==> src/rtl/uart_receive.sv <==
// rtl/uart_receive.sv - 8N1-style UART receiver with oversampled start validation and error flags
module uart_receive #(
  parameter int OVERSAMPLE = 16,
  parameter int DATA_BITS  = 8
) (
  input  logic       clk,
  input  logic       rst_n,
  input  logic       rx_baud,
  input  logic       rxd,
  input  logic       rx_read_en,
  output logic [7:0] rx_data,
  output logic       rda,
  output logic       framing_err,
  output logic       overrun_err,
  output logic       rx_busy
);

  localparam int TW = $clog2(OVERSAMPLE);
  localparam logic [TW-1:0] TICK_MID  = TW'(OVERSAMPLE / 2 - 1);
  localparam logic [TW-1:0] TICK_LAST = TW'(OVERSAMPLE - 1);
  localparam logic [3:0]    BIT_LAST  = 4'(DATA_BITS - 1);

  typedef enum logic [1:0] {IDLE, START, DATA, STOP} state_t;

  state_t          state_q, state_d;
  logic            rxd_meta_q, rxd_meta_d;
  logic            rxd_s_q, rxd_s_d;
  logic [TW-1:0]   tick_cnt_q, tick_cnt_d;
  logic [3:0]      bit_idx_q, bit_idx_d;
  logic [7:0]      shreg_q, shreg_d;
  logic [7:0]      rx_data_q, rx_data_d;
  logic            rda_q, rda_d;
  logic            framing_err_q, framing_err_d;
  logic            overrun_err_q, overrun_err_d;
  logic            frame_done;

  always_ff @(posedge clk or negedge rst_n) begin
    if (!rst_n) begin
      state_q <= IDLE;
    end else begin
      state_q <= state_d;
    end
  end

  always_comb begin
    state_d = state_q;
    if (rx_baud) begin
      case (state_q)
        IDLE:    if (!rxd_s_q) state_d = START;
        START:   if (tick_cnt_q == TICK_MID) state_d = rxd_s_q ? IDLE : DATA;
        DATA:    if (tick_cnt_q == TICK_LAST && bit_idx_q == BIT_LAST) state_d = STOP;
        STOP:    if (tick_cnt_q == TICK_LAST) state_d = IDLE;
        default: state_d = IDLE;
      endcase
    end
  end

  always_comb begin
    rx_busy = (state_q != IDLE);
  end

  always_comb begin
    rxd_meta_d    = rxd;
    rxd_s_d       = rxd_meta_q;
    tick_cnt_d    = tick_cnt_q;
    bit_idx_d     = bit_idx_q;
    shreg_d       = shreg_q;
    rx_data_d     = rx_data_q;
    rda_d         = rda_q;
    framing_err_d = framing_err_q;
    overrun_err_d = overrun_err_q;
    frame_done    = rx_baud && (state_q == STOP) && (tick_cnt_q == TICK_LAST);

    if (rx_baud) begin
      case (state_q)
        IDLE: tick_cnt_d = '0;
        START: begin
          tick_cnt_d = (tick_cnt_q == TICK_MID) ? '0 : tick_cnt_q + 1'b1;
          bit_idx_d  = '0;
        end
        DATA: begin
          if (tick_cnt_q == TICK_LAST) begin
            tick_cnt_d = '0;
            bit_idx_d  = bit_idx_q + 4'd1;
            shreg_d    = {rxd_s_q, shreg_q[7:1]};
          end else begin
            tick_cnt_d = tick_cnt_q + 1'b1;
          end
        end
        STOP:    tick_cnt_d = (tick_cnt_q == TICK_LAST) ? '0 : tick_cnt_q + 1'b1;
        default: tick_cnt_d = '0;
      endcase
    end

    // A completing frame takes priority over a same-cycle read strobe.
    if (frame_done) begin
      rx_data_d     = shreg_q >> (8 - DATA_BITS);
      rda_d         = 1'b1;
      framing_err_d = ~rxd_s_q;
      overrun_err_d = rx_read_en ? 1'b0 : (overrun_err_q | rda_q);
    end else if (rx_read_en) begin
      rda_d         = 1'b0;
      framing_err_d = 1'b0;
      overrun_err_d = 1'b0;
    end
  end

  always_ff @(posedge clk or negedge rst_n) begin
    if (!rst_n) begin
      rxd_meta_q    <= 1'b1;
      rxd_s_q       <= 1'b1;
      tick_cnt_q    <= '0;
      bit_idx_q     <= '0;
      shreg_q       <= '0;
      rx_data_q     <= '0;
      rda_q         <= 1'b0;
      framing_err_q <= 1'b0;
      overrun_err_q <= 1'b0;
    end else begin
      rxd_meta_q    <= rxd_meta_d;
      rxd_s_q       <= rxd_s_d;
      tick_cnt_q    <= tick_cnt_d;
      bit_idx_q     <= bit_idx_d;
      shreg_q       <= shreg_d;
      rx_data_q     <= rx_data_d;
      rda_q         <= rda_d;
      framing_err_q <= framing_err_d;
      overrun_err_q <= overrun_err_d;
    end
  end

  assign rx_data     = rx_data_q;
  assign rda         = rda_q;
  assign framing_err = framing_err_q;
  assign overrun_err = overrun_err_q;

endmodule

==> config.mk <==
export PLATFORM = sky130hd
export DESIGN_NAME = uart_receive
export DESIGN_NICKNAME = d
export VERILOG_FILES = /design/src/rtl/uart_receive.sv
export SDC_FILE = /design/constraint.sdc
export NUM_CORES = 1
export LEC_CHECK = 0
export ABC_CLOCK_PERIOD_IN_PS = 2940
export CAP_MARGIN = 20
export CORE_MARGIN = 10
export CORE_UTILIZATION = 55
export CTS_BUF_LIST = sky130_fd_sc_hd__clkbuf_4 sky130_fd_sc_hd__clkbuf_8
export CTS_CLUSTER_DIAMETER = 150
export DETAILED_ROUTE_END_ITERATION = 8
export PLACE_DENSITY = 0.88
export SYNTH_ARGS = -nofsm -noshare
export SYNTH_HDL_FRONTEND = slang
export SYNTH_SLANG_ARGS = --single-unit
export TNS_END_PERCENT = 10
==> constraint.sdc <==
create_clock -name clk -period 2.94 [get_ports clk]
set_clock_uncertainty 0.05 [all_clocks]
set_input_delay 0.735 -clock clk [delete_from_list [all_inputs] [get_ports clk]]
set_output_delay 0.735 -clock clk [all_outputs]
set_load 0.05 [all_outputs]
### Word-level counts from Yosys, hierarchy flattened

Cells that the tools add are included.
W data, S select, Z words.

| storage, ports and cells | value |
|---|---|
| bits in registers | 31 |
| input bits | 5 |
| output and inout bits | 12 |
| logic and storage cells | 52 |

| operators by class | value |
|---|---|
| bitwise gates (word level) | 2 |
| $add $sub $neg | 2 |
| eq/ne operators | 11 |
| multiplexer cells | 16 |
| reduce and logical (&&, ||, !) cells | 11 |

Operator list:

| cell | number |
|---|---|
| $mux W4 | 3 |
| $pmux W4 S3 | 1 |
| $mux W2 | 5 |
| $ne A2 B2 Y1 const B | 5 |
| $add A4 B1 Y4 const B | 2 |
| $eq A4 B3 Y1 const B | 2 |
| $pmux W2 S4 | 1 |
| $pmux W4 S2 | 1 |
| $reduce_and A3 Y1 | 2 |
| $reduce_bool A2 Y1 | 3 |
| $mux W1 | 5 |
| $reduce_and A5 Y1 | 1 |
| $eq A2 B2 Y1 const B | 2 |
| $eq A4 B4 Y1 const B | 1 |
| $logic_and A1 B1 Y1 | 3 |
| $eq A2 B1 Y1 const B | 1 |
| $logic_not A2 Y1 | 1 |
| $reduce_or A2 Y1 | 1 |
| $not A1 Y1 | 1 |
| $or A1 B1 Y1 | 1 |

### Logic depth before layout (Yosys ltp)

| depth | value |
|---|---|
| depth in word-level cells | 4 |
| mapped depth | 6 |
| gate-level depth less buffers | 5 |

### Worst setup path before layout

OpenSTA, ideal clock, no wires.

| path | value |
|---|---|
| kind | input to register |
| start | input rx_baud |
| end | register shreg_q[0] |
| path buffers | 1 |
| stages | 5 |
| slack | 1.027 ns |
| required time | 2.765 ns |
| arrival time | 1.738 ns |
| library setup time | 0.125 ns |
| path through | buf_2 > nand2_1 > or2_4 > nor2_8 > mux2_2 |

| between the ends | value |
|---|---|
| cells in the longest elaborated chain, start to end | 1 |

Ends and longest elaborated chain:

| element | RTL line | source |
|---|---|---|
| from (decl) | 8 | `input logic rx_baud,` |
| $reduce_and A3 Y1 (no source line) | n/a |  |
| to (signal assigned) | 124 | `shreg_q <= shreg_d;` |
| to (decl) | 30 | `logic [7:0] shreg_q, shreg_d;` |

No other way between the ends.
A chain may end at the register's enable or synchronous reset.

==> reports/qor.yml <==
synthesis:
  ys_ff_latch: 31
  yosys.area_share.adder_pct: 1.771
  synth_xor_area_share_pct: 1.240
  synthDistinctLibCells: 36
  synth_top_family_by_area: "simple AND/OR/NAND/NOR gates"
  syn_avg_cell_area_um2: 11.67
  yosysSeqAreaShare_pct: 55.09
  syn_nets: 128
  syn-cell-area_mm2: 0.001413
  synthCells: 121
  synthSimpleGateAreaFrac_pct: 15.59
  yosys_warnings: 0
  synthMuxAreaShare_pct: 14.17
  synth_compound_area_share_pct: 9.300
timing:
  tns_ns: 0
  fmax_mhz: 394.7
  slew_headroom_pct: 65.12
  finalSetupViolations: 0
  rsz0062_at_grt: "no"
  setup_ws_ns: 0.4066
  hold_violations: 0
  period_share_pct: 86.17
  tightest_slew_ns: 0.5216
  min_period_ns: 2.533
  slew_viol_final: 0
critical_path:
  worst-path-buf-inv: 3
  ff2ff_path_depth: 5
  cp_data_arrival_time_ns: 1.75
  path_cells: "nor2_1, buf_4, inv_1, clkdlybuf4s50_1"
  crit_family: "buffers and inverters"
  cp.required_ns: 2.15
  start_kind: "flop"
  critical_path_depth: 4
  cpMaxStageDelayCell: "clkdlybuf4s50_1"
  reg2reg_from: "tick_cnt_q[0]"
  r2r-end: "shreg_q[5]"
  crit_fanout: 7
  cp-endpoint: "rx_busy"
  end_kind: "output port"
  crit_type: "flop to output port"
  cpPeakStageDelay_ns: 0.79
  r2r_slack_ns: 1.13
cts:
  cts_buffer_depth: 2
  cts_tree: "built"
  cts.hold.buffers_added: 0
  cts_sinks: 31
  ctsRootBufferMaster: "clkbuf_4"
  numCtsBuffers: 5
  clk_latency_ns: 0.34
  clkTransAtPathRegs_ns: 0.10
  cts_max_level: 2
  cts_resized: 0
  post-cts-setup-buffer-count: 0
floorplanning:
  start_util_pct: 57.54
  die_h_um: 70.68
  dieArea_mm2: 0.004996
  core.rowCount: 18
  coreArea_mm2: 0.002455
  io-pin-count: 17
  fp.dieW_um: 70.68
final_layout:
  layout.nets: 150
  drive_above_1_share_pct: 25.00
  nFillCells: 175
  area_growth_pct: 20.46
  instances_no_fill: 174
  diodes: 0
global_route:
  grt-ovfl-total: 0
  grt_max_degree: 32
  track_usage_pct: 12.36
  antenna_found_initial: 0
  grt_pass1_vias: 1049
  grt_pass1_wl_um: 4988
detailed_routing:
  drc: 0
  vias: 1005
  viasPerCell: 5.776
  routed_wl_um: 2850
  ant_nets: 0
  drt-initial-drc-count: 43
  wl_per_cell_um: 16.38
  drtPass1Iterations: 4
power:
  ir_worst_vdd_uv: 524.7
  p_leak_nw: 0.7906
  p_total_mw: 1.072
  power_density_mw_per_mm2: 630.2
hold_path:
  hold_class: "flop to flop"
job:
  cap_violations: 0
place:
  pre_cts_ws_ns: 0.3858
  gp_congestion: 0.8856
  portBuffers: 16
  dp.cells: 166
  dp.final_hpwl_um: 2055
run_status:
  status: "completed"
==> report_power, final <==
group	internal, mW	switching (mW)
logic	0.0865	0.130
clock network	0.201	0.145
registers	0.461	0.0489
total	0.748	0.324
==> layer usage <==
layer	global-route usage, %	up-vias	share of wire (%)
met5	0	-	0
met2	19.88	32	50
met3	4.463	8	5.9
met4	9.032	0	3.6
met1	13.05	490	40
li1	-	475	-
==> state kept, by name, indices dropped and copies added, names as in the netlist, named ones only <==
register,flops
rx_data,8
rxd_meta_q,1
rda,1
bit_idx_q,4
framing_err,1
shreg_q,8
rxd_s_q,1
state_q,1
tick_cnt_q,4
overrun_err,1
==> metrics by stage <==
step	utilization [%]	hold slack (ns)	cell area [um^2]
global placement	65.80	0.2959	1615
floorplan	-	0.2952	1413
finish	69.32	0.3164	1702
detailed placement	65.80	0.3032	1615
CTS	69.32	0.3182	1702
global route	69.32	0.3204	1702
==> worst min path at each step <==
| stage | from | cells after the start | endpoint |
|---|---|---|---|
| final | rxd_meta_q | 0 | rxd_s_q |
| after global routing | rxd_meta_q | 0 | rxd_s_q |
| after CTS | rxd_meta_q | 0 | rxd_s_q |
| after detailed placement | rxd_meta_q | 0 | rxd_s_q |
| after global placement | rxd_meta_q | 0 | rxd_s_q |
| after floorplan | rxd_meta_q | 0 | rxd_s_q |
==> worst reg2reg max path: cells and delay by family, from the launching register on <==
| kind | cells | cell delay [ns] |
|---|---|---|
| multiplexers | 1 | 0.36 |
| flip-flops | 1 | 0.40 |
| adder cells (fa/ha/maj) | 1 | 0.29 |
| AND/OR/NAND/NOR | 3 | 0.59 |
==> kinds of logic (layout without fill, tap and decap cells) <==
| group | count (synthesis) | in the layout |
|---|---|---|
| DFF | 31 | 31 |
| adders and majority gates | 2 | 2 |
| muxes | 18 | 18 |
| buffers and inverters | 9 | 32 |
| xor gates and xnor gates | 2 | 2 |
| AOI/OAI and AO/OA | 20 | 20 |
| and+or+nand+nor | 39 | 39 |
==> synth_stat cells (all sizes together) <==
cell / number / area [um^2]
a21o: 1 / 7.510
a21oi: 3 / 15.01
a31oi: 1 / 6.260
and2: 1 / 7.510
and3b: 1 / 8.760
buf: 3 / 17.52
clkbuf: 2 / 7.510
dfrtp: 29 / 725.7
dfstp: 2 / 52.55
ha: 2 / 25.02
inv: 4 / 15.01
mux2: 16 / 180.2
mux2i: 2 / 20.02
nand2: 13 / 51.30
nand2b: 1 / 6.260
nand3: 4 / 32.53
nor2: 10 / 56.31
nor2b: 1 / 6.260
nor3: 3 / 15.01
nor4: 3 / 18.77
nor4b: 1 / 8.760
o211ai: 2 / 15.01
o21a: 1 / 7.510
o21ai: 6 / 30.03
o21bai: 1 / 7.510
o221ai: 2 / 17.52
o2bb2ai: 1 / 8.760
o311ai: 1 / 8.760
o31ai: 1 / 7.510
or2: 1 / 8.760
xnor2: 2 / 17.52
==> layout by cell type (no fill, tap or decap), types with 4 or more instances in the layout <==
master           netlist  layout
dfrtp_1               29      29
mux2_2                16      16
clkdlybuf4s50_1        0      16
nand2_1               12      12
nor2_1                 8       8
o21ai_0                6       6
clkbuf_4               0       5
inv_1                  4       4
buf_4                  1       4
==> layout make-up <==
cell class / count / area [um^2] / area share [%]
clock buffers: 6 / 51.30 / 3.015
clock inverters: 2 / 35.03 / 2.059
inverters: 4 / 15.01 / 0.8824
multi-input cells: 81 / 594.3 / 34.93
flip-flops and latches: 31 / 778.2 / 45.74
well taps: 30 / 37.54 / 2.206
repair buffers: 20 / 190.2 / 11.18
Note: power is estimated with default switching activity, not from simulation.
